===== src/rtl/score_pkg.sv =====
// score_pkg: shared sprite count, operand bit encoding, scheduler states and index wrap helper
package score_pkg;
  localparam int NUMBERS_DEF = 9;
  localparam int OP_PLUS = 0;
  localparam int OP_MINUS = 1;
  typedef enum logic [1:0] {S_IDLE, S_GRANT, S_HOLD, S_OFF} sched_state_t;
  function automatic logic [3:0] wrap_inc(input logic [3:0] i, input int n);
    return (int'(i) >= n - 1) ? 4'd0 : i + 4'd1;
  endfunction
endpackage


===== src/rtl/rr_pick.sv =====
// rr_pick: combinational round-robin picker returning the first set request at or after ptr
module rr_pick import score_pkg::*; #(
  parameter int N = NUMBERS_DEF
) (
  input  logic [N-1:0] req,
  input  logic [3:0]   ptr,
  output logic         found,
  output logic [3:0]   idx
);
  always_comb begin
    found = 1'b0;
    idx = '0;
    for (int k = N - 1; k >= 0; k--) begin
      if (req[(int'(ptr) + k) % N]) begin
        found = 1'b1;
        idx = 4'((int'(ptr) + k) % N);
      end
    end
  end
endmodule


===== src/rtl/hit_scheduler.sv =====
// hit_scheduler: serialises sprite and operand hit pulses into per-frame budgeted grants
module hit_scheduler import score_pkg::*; #(
  parameter int NUMBERS = NUMBERS_DEF,
  parameter int MAX_PER_FRAME = 4
) (
  input  logic                    clk,
  input  logic                    resetN,
  input  logic [NUMBERS-1:0]      SingleHitPulse,
  input  logic [NUMBERS-1:0][3:0] NumbersToShow,
  input  logic [1:0]              operandHit,
  input  logic                    startOfFrame,
  input  logic                    enable,
  input  logic                    consumerReady,
  output logic                    GrantValid,
  output logic                    GrantIsOperand,
  output logic [3:0]              GrantIndex,
  output logic [3:0]              GrantValue,
  output logic [7:0]              DropCount
);
  localparam int FW = $clog2(MAX_PER_FRAME + 1);
  sched_state_t state, state_nxt;
  logic [NUMBERS-1:0] pending, clr_num;
  logic [NUMBERS-1:0][3:0] values;
  logic [1:0] op_pending, clr_op;
  logic [FW-1:0] frame_count;
  logic [3:0] rr_ptr, rr_idx;
  logic rr_found, live, accept, load, at_limit;
  logic [8:0] drop_sum;
  rr_pick #(.N(NUMBERS)) u_pick (.req(pending), .ptr(rr_ptr), .found(rr_found), .idx(rr_idx));
  always_comb begin
    GrantValid = state == S_GRANT;
    live = enable && state != S_OFF;
    accept = enable && state == S_GRANT && consumerReady;
    at_limit = frame_count == FW'(MAX_PER_FRAME) && !startOfFrame;
    load = enable && state == S_IDLE && !at_limit && (rr_found || |op_pending);
    state_nxt = !enable ? S_OFF :
                state == S_OFF ? S_IDLE :
                state == S_HOLD ? (startOfFrame ? S_IDLE : S_HOLD) :
                state == S_GRANT ? (consumerReady ? S_IDLE : S_GRANT) :
                at_limit ? S_HOLD : load ? S_GRANT : S_IDLE;
    clr_num = '0;
    clr_op = '0;
    drop_sum = {1'b0, DropCount};
    for (int i = 0; i < NUMBERS; i++) begin
      clr_num[i] = accept && !GrantIsOperand && GrantIndex == 4'(i);
      drop_sum = drop_sum + 9'(live && SingleHitPulse[i] && pending[i] && !clr_num[i]);
    end
    for (int k = 0; k < 2; k++) begin
      clr_op[k] = accept && GrantIsOperand && GrantIndex == 4'(k);
      drop_sum = drop_sum + 9'(live && operandHit[k] && op_pending[k] && !clr_op[k]);
    end
  end
  always_ff @(posedge clk or negedge resetN) begin
    if (!resetN) begin
      state <= S_IDLE;
      pending <= '0;
      op_pending <= '0;
      frame_count <= '0;
      rr_ptr <= '0;
      DropCount <= '0;
      GrantIsOperand <= 1'b0;
      GrantIndex <= '0;
      GrantValue <= '0;
    end else begin
      state <= state_nxt;
      frame_count <= startOfFrame ? FW'(accept) : frame_count + FW'(accept);
      DropCount <= drop_sum[8] ? 8'hFF : drop_sum[7:0];
      for (int i = 0; i < NUMBERS; i++)
        pending[i] <= live && (SingleHitPulse[i] || (pending[i] && !clr_num[i]));
      for (int k = 0; k < 2; k++)
        op_pending[k] <= live && (operandHit[k] || (op_pending[k] && !clr_op[k]));
      if (accept && !GrantIsOperand)
        rr_ptr <= wrap_inc(GrantIndex, NUMBERS);
      if (load) begin
        GrantIsOperand <= |op_pending;
        GrantIndex <= op_pending[0] ? 4'(OP_PLUS) : op_pending[1] ? 4'(OP_MINUS) : rr_idx;
        GrantValue <= |op_pending ? 4'd0 : values[rr_idx];
      end
    end
  end
  always_ff @(posedge clk)
    for (int i = 0; i < NUMBERS; i++)
      if (live && SingleHitPulse[i] && (!pending[i] || clr_num[i]))
        values[i] <= NumbersToShow[i];
endmodule

===== config.mk =====
export PLATFORM = sky130hd
export DESIGN_NAME = hit_scheduler
export DESIGN_NICKNAME = d
export VERILOG_FILES = /design/src/rtl/score_pkg.sv /design/src/rtl/rr_pick.sv /design/src/rtl/hit_scheduler.sv
export SDC_FILE = /design/constraint.sdc
export NUM_CORES = 1
export LEC_CHECK = 0
export BUFFER_PORTS_ARGS = -buffer_cell sky130_fd_sc_hd__buf_2
export CORE_ASPECT_RATIO = 1.1
export CORE_MARGIN = 2
export CORE_UTILIZATION = 60
export CTS_CLUSTER_SIZE = 28
export DETAILED_ROUTE_END_ITERATION = 7
export PLACE_DENSITY = 0.8
export SLEW_MARGIN = 40
export SYNTH_ARGS = -nofsm -noshare
export SYNTH_HDL_FRONTEND = slang
export SYNTH_SLANG_ARGS = --single-unit

===== constraint.sdc =====
create_clock -name clk -period 9.3 [get_ports clk]
set_clock_uncertainty 0.1 [all_clocks]
set_input_delay 2.325 -clock clk [delete_from_list [all_inputs] [get_ports clk]]
set_output_delay 2.325 -clock clk [all_outputs]
set_load 0.01 [all_outputs]

## Word level (Yosys, flattened, before mapping)

Index checks and enable logic that the tools add are counted.
Widths: inputs -> output; s select.

- Logic and storage cells: 264
- Register bits after elaboration: 73
- Input bits: 52

- Equality and inequality tests: 13
- Muxes and demuxes: 61
- Divide/modulo/power cells: 9
- Add/sub/neg operators: 21
- Magnitude comparators: 11
- Reductions and logical operators: 131

Operator list:

| kind | number |
|---|---|
| $lt 32x6->1 const B | 9 |
| $mod 32x5->32 const B | 8 |
| $add 9x1->9 | 10 |
| $logic_and 1x1->1 | 84 |
| $mux 4 | 14 |
| $bmux 1 s4 | 9 |
| $mod 5x5->32 const B | 1 |
| $mux 1 | 29 |
| $logic_not 1->1 | 23 |
| $logic_or 1x1->1 | 21 |
| $add 4x3->5 const B | 4 |
| $bmux 4 s4 | 1 |
| $eq 4x3->1 const B | 4 |
| $mux 2 | 6 |
| $add 4x2->5 const B | 2 |
| $add 8x1->9 | 1 |
| $eq 4x2->1 const B | 2 |
| $mux 8 | 1 |
| $add 4x1->5 const B | 1 |
| $add 4x4->5 const B | 1 |
| $lt 4x5->1 const B | 1 |
| $add 4x1->4 const B | 1 |
| $eq 2x2->1 const B | 2 |
| $eq 4x1->1 const B | 1 |
| 10 further kinds | 10 |

## Logic depth before layout (Yosys ltp)

- Depth after elaboration: 22
- Gate-level depth with buffers: 32
- Depth with buffers taken out: 24

## By module

Synthesis repeated with hierarchy kept, for this count alone.

- Cell total of the unflattened synthesis: 1014
- Area, all modules: 8826.0 µm²

By module, submodules not included:

| module | sequential area each (µm²) | area each (µm²) | times used | cells each |
|---|---|---|---|---|
| rr_pick | 0.0 | 5281.3 | 1 | 739 |
| hit_scheduler | 2006.9 | 3544.6 | 1 | 275 |

## Least setup slack after synthesis

OpenSTA, ideal clock, no wires.

- Path kind: reg2reg
- Start: reg rr_ptr[0]
- End: reg GrantValue[1]
- Setup time: 95 ps
- Period minus slack after synthesis: 7325 ps
- Slack: 1975 ps
- Arrival: 7129 ps
- Stages on the path, launching flop included: 33
- Cell sequence: dfrtp_1 -> buf_4 -> buf_2 -> buf_2 -> buf_2 -> buf_1 -> clkbuf_1 -> inv_1 -> ha_1 -> clkinv_1 -> clkbuf_1 -> ha_1 -> nor2_1 -> nand2_1 -> o21ai_1 -> xnor2_1 -> inv_1 -> ha_1 -> inv_1 -> a2111o_1 -> a22oi_2 -> nor2_2 -> a21oi_1 -> or3_1 -> nand3b_1 -> and2_4 -> nand4b_1 -> o31a_1 -> buf_6 -> buf_8 -> nor4b_2 -> o21ai_1 -> o31ai_1

- Cells in the longest elaborated chain, start to end: 17
- Elaborated cells on any way between the ends: 67
- Those cells by class: add/sub: 8; div: 9; mux: 48; reduce/logical: 2

RTL lines:

| what | RTL line | text |
|---|---|---|
| from (decl) | hit_scheduler.sv:26 | `logic [3:0] rr_ptr, rr_idx;` |
| from (signal assigned) | hit_scheduler.sv:73 | `rr_ptr <= wrap_inc(GrantIndex, NUMBERS);` |
| $add 4x4->5 | rr_pick.sv:14, rr_pick.sv:16 |  |
| $mod 32x5->32 | rr_pick.sv:14, rr_pick.sv:16 |  |
| $bmux 1 s4 | rr_pick.sv:14 | `if (req[(int'(ptr) + k) % N]) begin` |
| $mux 1 (implied by the code) (2 in a row) | rr_pick.sv:14 |  |
| $mux 4 (9 in a row) | rr_pick.sv:14 |  |
| $bmux 4 s4 | hit_scheduler.sv:77 | `GrantValue <= \|op_pending ? 4'd0 : values[rr_idx];` |
| $mux 4 (implied by the code) | hit_scheduler.sv:77 |  |
| $mux 4 | hit_scheduler.sv:77 |  |
| to (signal assigned) | hit_scheduler.sv:77 |  |
| to (decl) | hit_scheduler.sv:17 | `output logic [3:0] GrantValue,` |

Parallel ways exist; a longest one is shown, timed or not. The select of a mux whose other input is x is not followed.
A chain may end at the register's enable or synchronous reset.

## Final worst setup path

- Start: in enable
- End: reg DropCount[2]

- Cells in the longest elaborated chain, start to end: 18
- Elaborated cells on any way between the ends: 72
- Those cells by class: add/sub: 11; mux: 1; reduce/logical: 60

RTL lines:

| what | RTL line | text |
|---|---|---|
| from (decl) | hit_scheduler.sv:12 | `input logic enable,` |
| $logic_and 1x1->1 (2 in a row) | hit_scheduler.sv:33 | `accept = enable && state == S_GRANT && consumerReady;` |
| $logic_and 1x1->1 (2 in a row) | hit_scheduler.sv:45 | `clr_num[i] = accept && !GrantIsOperand && GrantIndex == 4'(i);` |
| $logic_not 1->1 | hit_scheduler.sv:46 | `drop_sum = drop_sum + 9'(live && SingleHitPulse[i] && pending[i] && !clr_num[i]);` |
| $logic_and 1x1->1 | hit_scheduler.sv:46 |  |
| $add 8x1->9 | hit_scheduler.sv:46 |  |
| $add 9x1->9 (8 in a row) | hit_scheduler.sv:46 |  |
| $add 9x1->9 | hit_scheduler.sv:50 | `drop_sum = drop_sum + 9'(live && operandHit[k] && op_pending[k] && !clr_op[k]);` |
| $add 9x1->9 * | hit_scheduler.sv:50 |  |
| $mux 8 * | hit_scheduler.sv:67 | `DropCount <= drop_sum[8] ? 8'hFF : drop_sum[7:0];` |
| to (signal assigned) | hit_scheduler.sv:67 |  |
| to (decl) | hit_scheduler.sv:18 | `output logic [7:0] DropCount` |

Mark *: on every way between the ends. The rest lies on a longest branch, timed or not.

==> summary.md <==
| Metric | Value |
|---|---|
| Setup bufs post-CTS | 0 |
| EDFF count, synth | 36 |
| Setup ws final | 2.12 ns |
| Post-synthesis mux area share | 0.0932 |
| RSZ-0062 raised after global routing | no |
| Initial detailed-routing violation count | 936 |
| Sequential fraction of the synthesis area | 0.217 |
| Antenna violations before repair | 0 |
| Layout cell share with drive strength beyond 1 | 0.172 |
| Post-DP HPWL | 20.8 mm |
| Worst setup path category | in2reg |
| Cell variety after synth | 114 |
| Root Driver | clkbuf_16 |
| Hold Path Class | reg2reg |
| Clock sink count | 73 |
| Fraction of registers with async set/reset | 0.507 |
| N_diodes | 0 |
| Hold WS | 0.385 ns |
| Outcome | complete, no violations |
| DRC Markers | 0 |
| Post-synthesis compound-gate area fraction | 0.275 |
| Reg clk slew, reported paths | 0.06 ns |
| Crit start category | primary input |
| Via density | 6.85 |
| Die Height | 134 um |
| CP required | 9.45 ns |
| P&R area growth vs syn | 7.46% |
| Detail Route Antenna Nets | 0 |
| Endpoints failing hold | 0 |
| CTS max path bufs | 2 |
| Pre-antenna DRT Iters | 5 |
| Leak Pwr | 4.14 nW |
| Largest net degree at the start of global routing | 43 |
| Number of nets in the layout | 1246 |
| Clk Latency, worst-skew pair | 0.33 ns |
| Crit path max fanout | 11 |
| Number of hold buffers added after cts | 0 |
| Synthesized area | 9240 sq um |
| Post-cts sizing count | 0 |
| Yosys top cell area share | 0.117 |
| Vias in the first global route | 8615 |
| Die ar. | 16400 sq um |
| CORE AREA | 15100 sq um |
| Global-route usage over all layers | 0.337 |
| Wirelength, routed | 27.6 mm |
| Starting Density | 0.614 |
| Slew @ Worst Pin | 0.822 ns |
| Largest family of logic cells by synthesized area | compound AO/OA/AOI/OAI gates |
| PortBufs | 69 |
| Syn Nets | 1210 |
| GPL Wtd Cong | 1.02 |
| Primary FF master, synth | dfrtp_1 |
| Final cell count without fillers | 1324 |
| Yosys reg bits | 73 |
| Fin. max-slew vios | 0 |
| Row count | 47 |
| Synth top area cells | edfxtp_1 (12%), dfrtp_1 (10%), ha_1 (8.7%), mux2i_1 (5.7%), nand2_1 (4.3%) |
| VDD IR max | 0.250 mV |
| Max Cap Violations | 0 |
| Setup violators final | 0 |
| Final Cycle Share | 0.772 |
| Synth Area in XOR/XNOR | 0.0382 |
| Total CTS buffers | 9 |
| Fmax | 139 MHz |
| Post-Synth Simple-Gate Area | 0.221 |
| DP Cell Count | 1308 |
| Area leader, netlist | edfxtp_1 |
| Pre-CTS setup slack | 1.79 ns |
| Die width | 122 um |
| TNS Setup | 0 ns |
| Fraction of the mapped netlist area in adder cells | 0.102 |
| Slew HR | 0.451 |
| Syn Inst Count | 1087 |
| Crit end category | flip-flop |
| WL per Instance | 20.9 um |
| Global-route wire length before repair | 43.8 mm |
| # IOs | 70 |
| Mapped Avg Cell Area | 8.50 sq um |
| Worst path arrival time | 7.33 ns |
| H-tree depth | 3 |
| Minimum clock period | 7.18 ns |
| Vias | 9065 |
| Congestion Overflow GR | 0 |
| PwrDens | 370 nW/um^2 |
| Ys Warns | 0 |
| CTS tree | built |
## where the power goes
part           total [mW]  switching, mW  internal (mW)
logic                2.91           1.76           1.15
clock network       0.316          0.135          0.181
registers           0.451         0.0640          0.387
total                3.67           1.96           1.71
## state kept, by name, summed over array words and instances, names as in the netlist
| register | count |
|---|---|
| state | 2 |
| values | 36 |
| rr_ptr | 4 |
| GrantIndex | 4 |
| frame_count | 3 |
| DropCount | 8 |
| GrantIsOperand | 1 |
| GrantValue | 4 |
| pending | 9 |
| op_pending | 2 |
## layout make-up
type | instances | area [sq um]
Multi-Input combinational cell | 903 | 6740
Fill cell | 1348 | 5130
Sequential cell | 73 | 2010
Timing Repair Buffer | 82 | 463
Tap cell | 196 | 245
Clock buffer | 10 | 229
Inverter | 54 | 203
Clock inverter | 6 | 42.5
## cells by family after synthesis
kind of cell             Yosys count
AND/OR/NAND/NOR                  391
AO/OA/AOI/OAI                    330
buffers and inverters            111
multiplexers                      78
flip-flops                        73
adder cells (fa/ha/maj)           71
XOR/XNOR                          33
## worst max-delay path: stages
cell and delay, ns:
buf_2 0.12, and3_1 0.22, nand2_1 0.26, nor3b_1 0.43, nand2_1 0.15, nand2_1 0.09, nor2_1 0.07, fa_1 0.53
inv_1 0.05, fa_1 0.47, fa_1 0.52, fa_1 0.49, inv_1 0.07, ha_1 0.16, inv_1 0.05, fa_1 0.38
nor2b_1 0.15, o21ai_0 0.10, nand2b_1 0.12, a21o_1 0.18, nand4_1 0.24, o21ai_0 0.15
## metal layers
| metal | GRT usage | share of wire | vias to the layer above |
|---|---|---|---|
| met5 | 0 | 0 | - |
| met4 | 0.184 | 0.055 | 0 |
| met3 | 0.0429 | 0.075 | 109 |
| met2 | 0.574 | 0.48 | 470 |
| met1 | 0.411 | 0.39 | 4322 |
| li1 | - | - | 4164 |
## stage by stage
| step | total power, mW | utilization | instance area (sq um) |
|---|---|---|---|
| 3_5_place_dp | 3.28 | 0.641 | 9660 |
| 5_1_grt | 3.91 | 0.659 | 9930 |
| 2_1_floorplan | 2.70 | - | 9240 |
| 6_report | 3.67 | 0.659 | 9930 |
| 4_1_cts | 3.61 | 0.659 | 9930 |
| 3_3_place_gp | 3.23 | 0.640 | 9630 |
## synthesized netlist by cell type, types with 6 or more instances
cell type  count
a21boi_0      12
mux2i_1       53
a21oi_1       70
buf_1          6
o21ai_0       39
clkbuf_1      28
edfxtp_1      36
buf_2         12
a31oi_1       11
or3_1         10
ha_1          64
fa_1           7
or2_2          8
nor2_1        69
nand3_1       37
nor4_1         6
and3_1        11
buf_4          6
nand2b_1      22
inv_1         49
xnor2_1       22
nand2_1      106
nor3_1        27
and2_1        15
nor4b_1        6
a21o_1        17
nand4_1        7
o211ai_1      11
o221ai_1       8
o31ai_1       12
dfrtp_1       37
o21a_1        10
mux2_2        20
a211oi_1      16
nand4b_1       8
a22oi_1        8
o22ai_1        8
nor2b_1       18
nor3b_1        9
nand3b_1       6
## cells in the final DEF, fill, tap and decap left out, drive strengths merged, types with 10 or more instances in the layout
cell type and n:
and3 11, a31oi 12, inv 54, nand2 106
mux2 21, dfrtp 37, nor2 71, o21a 10
or3 11, edfxtp 36, or2 11, xnor2 27
buf 82, and2 19, a211oi 18, o211ai 11
ha 64, o31ai 15, a21o 17, clkbuf 10
o21ai 45, a21oi 77, mux2i 53, nor3 30
a21boi 14, nor2b 18, nand2b 22, nand3 38
## final timing paths
path	from	end	slack [ns]	cells past startpoint
worst max-delay path	enable	DropCount[2]	2.12	22
worst min-delay path	GrantValue[1]	GrantValue[1]	0.39	2
worst max register to register	rr_ptr[0]	GrantValue[1]	2.13	26
worst min register to register	GrantValue[1]	GrantValue[1]	0.39	2
max in group asynchronous	resetN	rr_ptr[0]	6.80	2
min in group asynchronous	resetN	pending[7]	1.82	1
Power figures use the tool's default switching activity.
